$ cat src/rtl/mem_stage.sv
// rtl/mem_stage.sv - pipeline memory-access stage with data-memory handshake

module mem_stage #(
    parameter int TIMEOUT_CYCLES = 16
) (
    input  logic        clk,
    input  logic        rst,
    input  logic        in_valid,
    input  logic [4:0]  rd_in,
    input  logic [31:0] ALU_Result_in,
    input  logic [31:0] rs2_value_in,
    input  logic        MemWrite_in,
    input  logic        RegWrite_in,
    input  logic [2:0]  DMType_in,
    input  logic [1:0]  WDSel_in,
    input  logic [31:0] pc_in,
    output logic        dm_req,
    output logic        dm_we,
    output logic [31:0] dm_addr,
    output logic [31:0] dm_wdata,
    output logic [3:0]  dm_be,
    input  logic [31:0] dm_rdata,
    input  logic        dm_ready,
    output logic        mem_stall,
    output logic        wb_valid,
    output logic [4:0]  wb_rd,
    output logic        wb_regwrite,
    output logic [31:0] wb_data,
`ifdef MEM_TIMEOUT_EN
    output logic        bus_err,
`endif
    output logic        misalign_err
);

    typedef enum logic {IDLE, ACCESS} state_t;

    state_t      state_q, state_d;
    logic [31:0] addr_q, wdata_q;
    logic [1:0]  lane_q, wdsel_q;
    logic [3:0]  be_q;
    logic        we_q, regwrite_q;
    logic [2:0]  dmtype_q;
    logic [4:0]  rd_q;

    logic        is_access, is_half, is_byte, is_word, misaligned, start;
    logic [3:0]  be_d;
    logic [31:0] wdata_d, load_data, idle_wb_data, access_wb_data;
    logic [15:0] half_lane;
    logic [7:0]  byte_lane;
    logic        stall_c, timeout_hit;

    assign is_access  = in_valid & (MemWrite_in | (WDSel_in == 2'b01));
    assign is_half    = (DMType_in == 3'b001) | (DMType_in == 3'b010);
    assign is_byte    = (DMType_in == 3'b011) | (DMType_in == 3'b100);
    assign is_word    = ~is_half & ~is_byte;
    assign misaligned = (is_word & (|ALU_Result_in[1:0])) | (is_half & ALU_Result_in[0]);
    assign start      = is_access & ~misaligned;

    always_comb begin
        be_d    = 4'b1111;
        wdata_d = rs2_value_in;
        if (MemWrite_in && is_half) begin
            be_d    = 4'b0011 << {ALU_Result_in[1], 1'b0};
            wdata_d = {2{rs2_value_in[15:0]}};
        end else if (MemWrite_in && is_byte) begin
            be_d    = 4'b0001 << ALU_Result_in[1:0];
            wdata_d = {4{rs2_value_in[7:0]}};
        end
    end

    assign half_lane = lane_q[1] ? dm_rdata[31:16] : dm_rdata[15:0];

    always_comb begin
        byte_lane = dm_rdata[7:0];
        case (lane_q)
            2'd1:    byte_lane = dm_rdata[15:8];
            2'd2:    byte_lane = dm_rdata[23:16];
            2'd3:    byte_lane = dm_rdata[31:24];
            default: byte_lane = dm_rdata[7:0];
        endcase
    end

    always_comb begin
        load_data = dm_rdata;
        case (dmtype_q)
            3'b001:  load_data = {{16{half_lane[15]}}, half_lane};
            3'b010:  load_data = {16'd0, half_lane};
            3'b011:  load_data = {{24{byte_lane[7]}}, byte_lane};
            3'b100:  load_data = {24'd0, byte_lane};
            default: load_data = dm_rdata;
        endcase
    end

    assign idle_wb_data   = (WDSel_in == 2'b10) ? pc_in + 32'd4 : ALU_Result_in;
    assign access_wb_data = (wdsel_q == 2'b01) ? load_data :
                            (wdsel_q == 2'b10) ? pc_in + 32'd4 : ALU_Result_in;

`ifdef MEM_TIMEOUT_EN
    logic [7:0] to_cnt;

    assign timeout_hit = (state_q == ACCESS) & ~dm_ready &
                         (to_cnt == 8'(TIMEOUT_CYCLES - 1));

    always_ff @(posedge clk or negedge rst) begin
        if (!rst)
            to_cnt <= 8'd0;
        else if (state_q == IDLE)
            to_cnt <= 8'd0;
        else if (!dm_ready)
            to_cnt <= to_cnt + 8'd1;
    end
`else
    assign timeout_hit = 1'b0;
`endif

    always_ff @(posedge clk or negedge rst) begin
        if (!rst) state_q <= IDLE;
        else      state_q <= state_d;
    end

    always_comb begin
        state_d = state_q;
        stall_c = 1'b0;
        case (state_q)
            IDLE: begin
                if (start) begin
                    state_d = ACCESS;
                    stall_c = 1'b1;
                end
            end
            ACCESS: begin
                stall_c = ~dm_ready & ~timeout_hit;
                if (dm_ready || timeout_hit) state_d = IDLE;
            end
            default: state_d = IDLE;
        endcase
    end

    assign mem_stall = rst & stall_c;

    assign dm_req   = (state_q == ACCESS);
    assign dm_we    = we_q;
    assign dm_addr  = addr_q;
    assign dm_wdata = wdata_q;
    assign dm_be    = be_q;

    always_ff @(posedge clk or negedge rst) begin
        if (!rst) begin
            addr_q       <= '0;
            wdata_q      <= '0;
            lane_q       <= '0;
            wdsel_q      <= '0;
            be_q         <= '0;
            we_q         <= 1'b0;
            regwrite_q   <= 1'b0;
            dmtype_q     <= '0;
            rd_q         <= '0;
            wb_valid     <= 1'b0;
            wb_rd        <= '0;
            wb_regwrite  <= 1'b0;
            wb_data      <= '0;
            misalign_err <= 1'b0;
`ifdef MEM_TIMEOUT_EN
            bus_err      <= 1'b0;
`endif
        end else begin
            misalign_err <= 1'b0;
`ifdef MEM_TIMEOUT_EN
            bus_err      <= 1'b0;
`endif
            case (state_q)
                IDLE: begin
                    if (start) begin
                        addr_q      <= {ALU_Result_in[31:2], 2'b00};
                        lane_q      <= ALU_Result_in[1:0];
                        we_q        <= MemWrite_in;
                        be_q        <= be_d;
                        wdata_q     <= wdata_d;
                        dmtype_q    <= DMType_in;
                        rd_q        <= rd_in;
                        regwrite_q  <= RegWrite_in;
                        wdsel_q     <= WDSel_in;
                        wb_valid    <= 1'b0;
                        wb_regwrite <= 1'b0;
                    end else if (in_valid) begin
                        wb_valid     <= 1'b1;
                        wb_rd        <= rd_in;
                        wb_data      <= idle_wb_data;
                        wb_regwrite  <= RegWrite_in & ~is_access;
                        misalign_err <= is_access;
                    end else begin
                        wb_valid    <= 1'b0;
                        wb_regwrite <= 1'b0;
                    end
                end
                ACCESS: begin
                    if (dm_ready) begin
                        wb_valid    <= 1'b1;
                        wb_rd       <= rd_q;
                        wb_regwrite <= regwrite_q;
                        wb_data     <= access_wb_data;
                    end else if (timeout_hit) begin
                        wb_valid    <= 1'b1;
                        wb_rd       <= rd_q;
                        wb_regwrite <= 1'b0;
`ifdef MEM_TIMEOUT_EN
                        bus_err     <= 1'b1;
`endif
                    end
                end
                default: ;
            endcase
        end
    end

endmodule
$ cat config.mk
export PLATFORM = sky130hd
export DESIGN_NAME = mem_stage
export DESIGN_NICKNAME = d
export VERILOG_FILES = /design/src/rtl/mem_stage.sv
export SDC_FILE = /design/constraint.sdc
export NUM_CORES = 1
export LEC_CHECK = 0
export BUFFER_PORTS_ARGS = -buffer_cell sky130_fd_sc_hd__buf_2
export CAP_MARGIN = 15
export CORE_MARGIN = 2
export CORE_UTILIZATION = 55
export CTS_CLUSTER_DIAMETER = 150
export DETAILED_ROUTE_END_ITERATION = 10
export GPL_TIMING_DRIVEN = 0
export PLACE_DENSITY = 0.9
export SETUP_SLACK_MARGIN = 0.4
export SLEW_MARGIN = 20
export SYNTH_ARGS = -nofsm -noshare
export SYNTH_HDL_FRONTEND = slang
export SYNTH_SLANG_ARGS = --single-unit
$ cat constraint.sdc
create_clock -name clk -period 3.28 [get_ports clk]
set_input_delay 0.492 -clock clk [delete_from_list [all_inputs] [get_ports clk]]
set_output_delay 0.492 -clock clk [all_outputs]
set_load 0.1 [all_outputs]
# [Word-level counts from Yosys, hierarchy flattened]
# Index checks and enable logic that the tools add are counted.
[totals] regBits=121 latchBits=0 mem_bits_rw=0 romBits=0 input_bits=144 output_inout_bits=111 wordCells=91 n_memories=0
[op_classes] add_sub_neg=1 multipliers=0 n_div=0 magnitude_cmp=0 eq_ne=18 shift=2 n_mux=33 bitwise=17 n_reduce_logical=5
[ops] operator="$mux W32" count=8
[ops] operator="$pmux W32 S4" count=1
[ops] operator="$pmux W32 S2" count=1
[ops] operator="$add A32 B3 Y32 const B" count=1
[ops] operator="$pmux W8 S3" count=1
[ops] operator="$mux W16" count=1
[ops] operator="$mux W5" count=3
[ops] operator="$eq A3 B2 Y1 const B" count=4
[ops] operator="$mux W1" count=11
[ops] operator="$pmux W5 S2" count=1
[ops] operator="$eq A2 B2 Y1 const B" count=4
[ops] operator="$mux W4" count=2
[ops] operator="$pmux W1 S2" count=4
[ops] operator="$and A1 B1 Y1" count=7
[ops] operator="$eq A2 B1 Y1 const B" count=3
[ops] operator="$eq A3 B1 Y1 const B" count=2
[ops] operator="$eq A3 B3 Y1 const B" count=2
[ops] operator="$ne A2 B2 Y1 const B" count=3
[ops] operator="$not A1 Y1" count=6
[ops] operator="$or A1 B1 Y1" count=4
[ops] operator="$shl A1 B2 Y4 const A" count=1
[ops] operator="$shl A2 B2 Y4 const A" count=1
[ops] operator="$reduce_and A3 Y1" count=1
[ops] operator="$logic_and A1 B1 Y1" count=2
[ops] operator="other kinds (2)" count=2

# [Depth between registers and ports, before layout]
[depth] word_depth=11 depth_mapped=10 depth_no_buf=7

# [Worst setup path after synthesis]
# No wires, ideal clock.
[synth_timing] path_kind="input -> output" start="input port ALU_Result_in[0]" end="output port mem_stall" arrival_time_ns=2.546 required_ns=2.788 setup_slack_ns=0.242 path_stages=9 path_buffers=3 path_cell_list="buf_2 -> o21bai_1 -> a21oi_2 -> nor3_1 -> or3_4 -> buf_6 -> buf_6 -> o21ai_1 -> and2_1"
[synth_between] elab_chain_len=8 word_cells_on_any_way=9 cone_classes="mux: 2; bitwise: 6; reduce/logical: 1"
[synth_rtl] element="start, declared" line="10" text="input logic [31:0] ALU_Result_in,"
[synth_rtl] element="$reduce_or A2 Y1" line="56" text="assign misaligned = (is_word & (|ALU_Result_in[1:0])) | (is_half & ALU_Result_in[0]);"
[synth_rtl] element="$and A1 B1 Y1" line="56"
[synth_rtl] element="$or A1 B1 Y1 (*)" line="56"
[synth_rtl] element="$not A1 Y1 (*)" line="57" text="assign start = is_access & ~misaligned;"
[synth_rtl] element="$and A1 B1 Y1 (*)" line="57"
[synth_rtl] element="$mux W1 (*)" line="126" text="if (start) begin"
[synth_rtl] element="$pmux W1 S2 (*)" line="124" text="case (state_q)"
[synth_rtl] element="via stall_c" line="50" text="logic stall_c, timeout_hit;"
[synth_rtl] element="$and A1 B1 Y1 (*)" line="139" text="assign mem_stall = rst & stall_c;"
[synth_rtl] element="end, declared" line="24" text="output logic mem_stall,"
# Mark *: on every way through the listed nets, which the timed path passes. The rest lies on a longest branch.

# [Worst setup path in the final report]
# Same ends and word-level chain as after synthesis.

==> results.env <==
CRIT-REG2REG-CAPTURE='wb_data[25]'
REPORT.FINAL.SETUP_VIOL=0
REQUIRED_NS=2.79
HOLD_VIOL_FINAL=2
WORST-R2R-SETUP-SLACK_NS=0.55
SYNTH.TOP_CELLS.BY_AREA='sky130_fd_sc_hd__dfrtp_1, sky130_fd_sc_hd__mux2_4, sky130_fd_sc_hd__o21ai_0'
POWER.DENSITY_nW_PER_UM2=990.9
CTS_SETUP_BUFFERS=0
CRITICAL_PATH_PEAK_FANOUT=10
SYN-CELL-AREA_SQ_UM=7536
REMAINING_DRC_ERRORS=0
SYNTH.TOP_CELL.AREA_SHARE_PCT=40.18
ANTENNA_VIOLATIONS_BEFORE_REPAIR=1
CORE-AREA_SQ_UM=13300
SYNTH_ENABLE_FLOP_CELLS=0
LAYOUT.CORE_UTILIZATION_PCT=72.49
YS_TYPES=69
POST_DP_CELL_AREA_SQ_UM=9046
GRT-OVFL-TOTAL=0
DRIVE_ABOVE_1_SHARE_PCT=35.88
CRIT_ARRIVAL_NS=2.32
TOP_PORTS=255
PERIOD_SHARE_PCT=85.62
SYNTHDOMINANTAREACELLTYPE='sky130_fd_sc_hd__dfrtp_1'
VIA_COUNT=8055
DRT_FIRST_PASS_ITERS=10
DETAIL-ROUTE-ANTENNA-NETS=0
RELSLEWSLACK_PCT=31.78
SORT_OF_ELEMENT_AT_THE_START_OF_THE_CRITICAL_PATH='primary input'
FINAL_MAX_SLEW_VIOL_COUNT=0
FMAX_GHz=0.3561
PLACED_CELLS_INCL_TAPS=1217
FIRST_GLOBAL_VIAS=7913
CELLS_AFTER_SYNTH=789
AVGVIACOUNTPERCELL=6.444
CLK_PIN_SLEW_WORST_PATHS_NS=0.06
LAYOUT_SETUP_WS_NS=0.4716
TIGHTEST_SLEW_NS=1.016
FIN_AREA_SQ_UM=9638
WL_PER_CELL_UM=22.91
GRT_START_MAX_NET_PINS=77
ROW_COUNT=42
GRT_UTIL_ALL_LAYERS_PCT=39.20
CHIPHEIGHT_UM=121.1
STARTPOINT='ALU_Result_in[0]'
CELLLEAKAGEPOWER_nW=4.578
START_TO_END_TYPE_OF_THE_WORST_SETUP_PATH='in -> out'
CLOCK_H_TREE_LEVELS=4
YOSYSMOSTFREQUENTCELL='sky130_fd_sc_hd__dfrtp_1'
POST_SYNTH_MOST_FREQUENT_CELLS='sky130_fd_sc_hd__dfrtp_1, sky130_fd_sc_hd__nand2_1, sky130_fd_sc_hd__o21ai_0, sky130_fd_sc_hd__nor2_1, sky130_fd_sc_hd__a21oi_1'
CAPTURING_INSTANCE_OR_PORT_OF_THE_CRITICAL_PATH='mem_stall'
FOOTPRINT_OF_THE_MULTI_INPUT_GATES_SQ_UM=4167
PLACE_WS_NS=0.2669
FINAL_CELL_COUNT_NO_FILL=1250
GRT_SETUP_UNREPAIRED='no'
CRIT-REG2REG-LAUNCH='wdsel_q[0]'
DIE_AREA_SQ_UM=14650
YOSYSWARNINGS=0
AREA_GROWTH_FROM_SYNTHESIS_TO_FINAL_LAYOUT_PCT=27.89
VDD_DROP_MAX_mV=0.7917
RUN_STATUS='finished with violations'
CLOCKBUFFERDEPTH=2
POST-ROUTE-MIN-PERIOD_NS=2.808
SYNTH_SEQUENTIAL_AREA_RATIO_PCT=40.18
SYNTH_SEQ_CELLS=121
CLK_ROOT_BUFFER_CELL='sky130_fd_sc_hd__clkbuf_16'
TOTAL_POWER_W=0.009550
START_UTIL_PCT=56.68
SYNTH_TOP_FLOP_CELL='sky130_fd_sc_hd__dfrtp_1'
CLOCK_TREE_FROM_TRITONCTS='yes'
WORST_HOLD_PATH_CLASS='in -> async'
SYNTHESIS.AREA_PER_INSTANCE_SQ_UM=9.551
FINAL-SEQ-AREA_SQ_UM=3028
CTS_HOLD_REPAIR.BUFFERS=0
GRT_FIRST_PASS_WIRELENGTH_UM=43390
TOTAL_HALF_PERIMETER_WIRELENGTH_AFTER_LEGALIZATION_AND_DETAILED_PLACEMENT_UM=21240
WIRELENGTH_UM=28640
WORST-R2R-CELL-COUNT=7
NETS=1205
MAXCAPVIOLATIONS=0
TRITONCTS_NUM_SINKS=121
PLACE_CONGESTION=1.006
VIOLATED_CHECKS='negative hold slack'
NUMBER_OF_PORT_BUFFERS=250
SYNTH_ASYNC_SR_FLOP_SHARE_PCT=100.0
DIE_WIDTH_UM=121.1
HOLD-WORST-SLACK_NS=-0.001389
NUMCTSBUFFERS=17
FINALCLOCKSKEW_NS=0.008784
NUM-FILL-CELLS=967
DRTITER0DRC=1007
WORST_SETUP_PATH_END_KIND='primary output'
CLKLATENCYLATEPIN_NS=0.43
==> metal layers <==
metal	GRT usage, %	vias up	part of all wire, %
met3	9.445	142	12
met5	0	-	0
met1	48.09	3797	36
met4	23.11	0	5.5
met2	62.75	651	46
li1	-	3465	-
==> sequential cells by signal (all words and copies together), names as in the netlist <==
register      cells
wb_rd             5
wb_regwrite       1
dm_addr          30
wdsel_q           2
dmtype_q          3
dm_req            1
misalign_err      1
lane_q            2
dm_we             1
wb_valid          1
wb_data          32
rd_q              5
regwrite_q        1
dm_be             4
dm_wdata         32
==> worst min-delay path by stage <==
stage                       from            to  slack, ns  depth (start not counted)
CTS                          rst    dm_addr[9]       0.01                          1
floorplan                    rst   dm_addr[10]       0.20                          0
detailed placement           rst    dm_addr[9]       0.45                          1
finish                       rst    dm_addr[9]     -0.001                          1
global route                 rst    dm_addr[9]       0.04                          1
global placement    dm_wdata[19]  dm_wdata[19]       0.46                          2
==> worst max-delay path, stage by stage <==
cell,delay [ns]
sky130_fd_sc_hd__buf_2,0.16
sky130_fd_sc_hd__o21bai_1,0.18
sky130_fd_sc_hd__a21oi_2,0.16
sky130_fd_sc_hd__nor3_1,0.08
sky130_fd_sc_hd__or3_4,0.41
sky130_fd_sc_hd__buf_6,0.17
sky130_fd_sc_hd__buf_6,0.16
sky130_fd_sc_hd__o21ai_1,0.12
sky130_fd_sc_hd__and2_4,0.19
sky130_fd_sc_hd__buf_12,0.17
==> cells by family (layout without fill, tap and decap cells) <==
family / Yosys count / count (layout) / share of synthesized area [%]
adders and majority gates: 2 / 2 / 0.2988
xor gates and xnor gates: 28 / 28 / 3.254
buffers and inverters: 69 / 352 / 4.616
and+or+nand+nor: 232 / 232 / 15.01
DFF: 121 / 121 / 40.18
AOI/OAI and AO/OA: 249 / 249 / 22.10
muxes: 87 / 87 / 14.49
other: 1 / 3 / 0.04976
==> where the power goes <==
part | internal (W) | total [W] | switching [W]
clock network | 0.00109 | 0.00183 | 0.000742
logic | 0.00111 | 0.00552 | 0.00441
registers | 0.00194 | 0.00220 | 0.000256
==> stage by stage <==
step	TNS [ns]	hold WS (ns)
6_report	0	-0.001389
5_1_grt	0	0.03817
4_1_cts	0	0.01032
3_5_place_dp	0	0.4536
3_3_place_gp	-0.6867	0.4584
2_1_floorplan	0	0.1964
==> what timing repair did <==
action	in CTS	in global routing
gates cloned	0	0
gates resized for setup	2	3
setup endpoints to repair	1	1
==> layout make-up <==
type | count | area share (%)
Multi-Input combinational cell | 600 | 43.23
Sequential cell | 121 | 31.42
Timing Repair Buffer | 251 | 13.49
Clock buffer | 20 | 4.738
Buffer | 60 | 3.258
Tap cell | 176 | 2.285
Clock inverter | 12 | 1.207
Inverter | 9 | 0.3505
Antenna cell | 1 | 0.02596
==> layout by cell type (no fill, tap or decap), types with 7 or more instances in the layout <==
cell type	count
sky130_fd_sc_hd__buf_2	265
sky130_fd_sc_hd__dfrtp_1	121
sky130_fd_sc_hd__nand2_1	82
sky130_fd_sc_hd__o21ai_0	65
sky130_fd_sc_hd__nor2_1	60
sky130_fd_sc_hd__a21oi_1	53
sky130_fd_sc_hd__mux2_4	37
sky130_fd_sc_hd__clkbuf_1	33
sky130_fd_sc_hd__mux2i_1	30
sky130_fd_sc_hd__mux2_2	19
sky130_fd_sc_hd__a221oi_1	18
sky130_fd_sc_hd__clkbuf_16	17
sky130_fd_sc_hd__nor3_1	16
sky130_fd_sc_hd__xnor2_1	14
sky130_fd_sc_hd__xor2_1	14
sky130_fd_sc_hd__nand3_1	13
sky130_fd_sc_hd__o22ai_1	12
sky130_fd_sc_hd__nand4_1	11
sky130_fd_sc_hd__inv_1	9
sky130_fd_sc_hd__a31oi_1	9
sky130_fd_sc_hd__a22o_1	9
sky130_fd_sc_hd__buf_6	8
sky130_fd_sc_hd__nand2b_1	7
sky130_fd_sc_hd__o21a_1	7
sky130_fd_sc_hd__a211oi_1	7
Note: power is estimated with default switching activity, not from simulation.
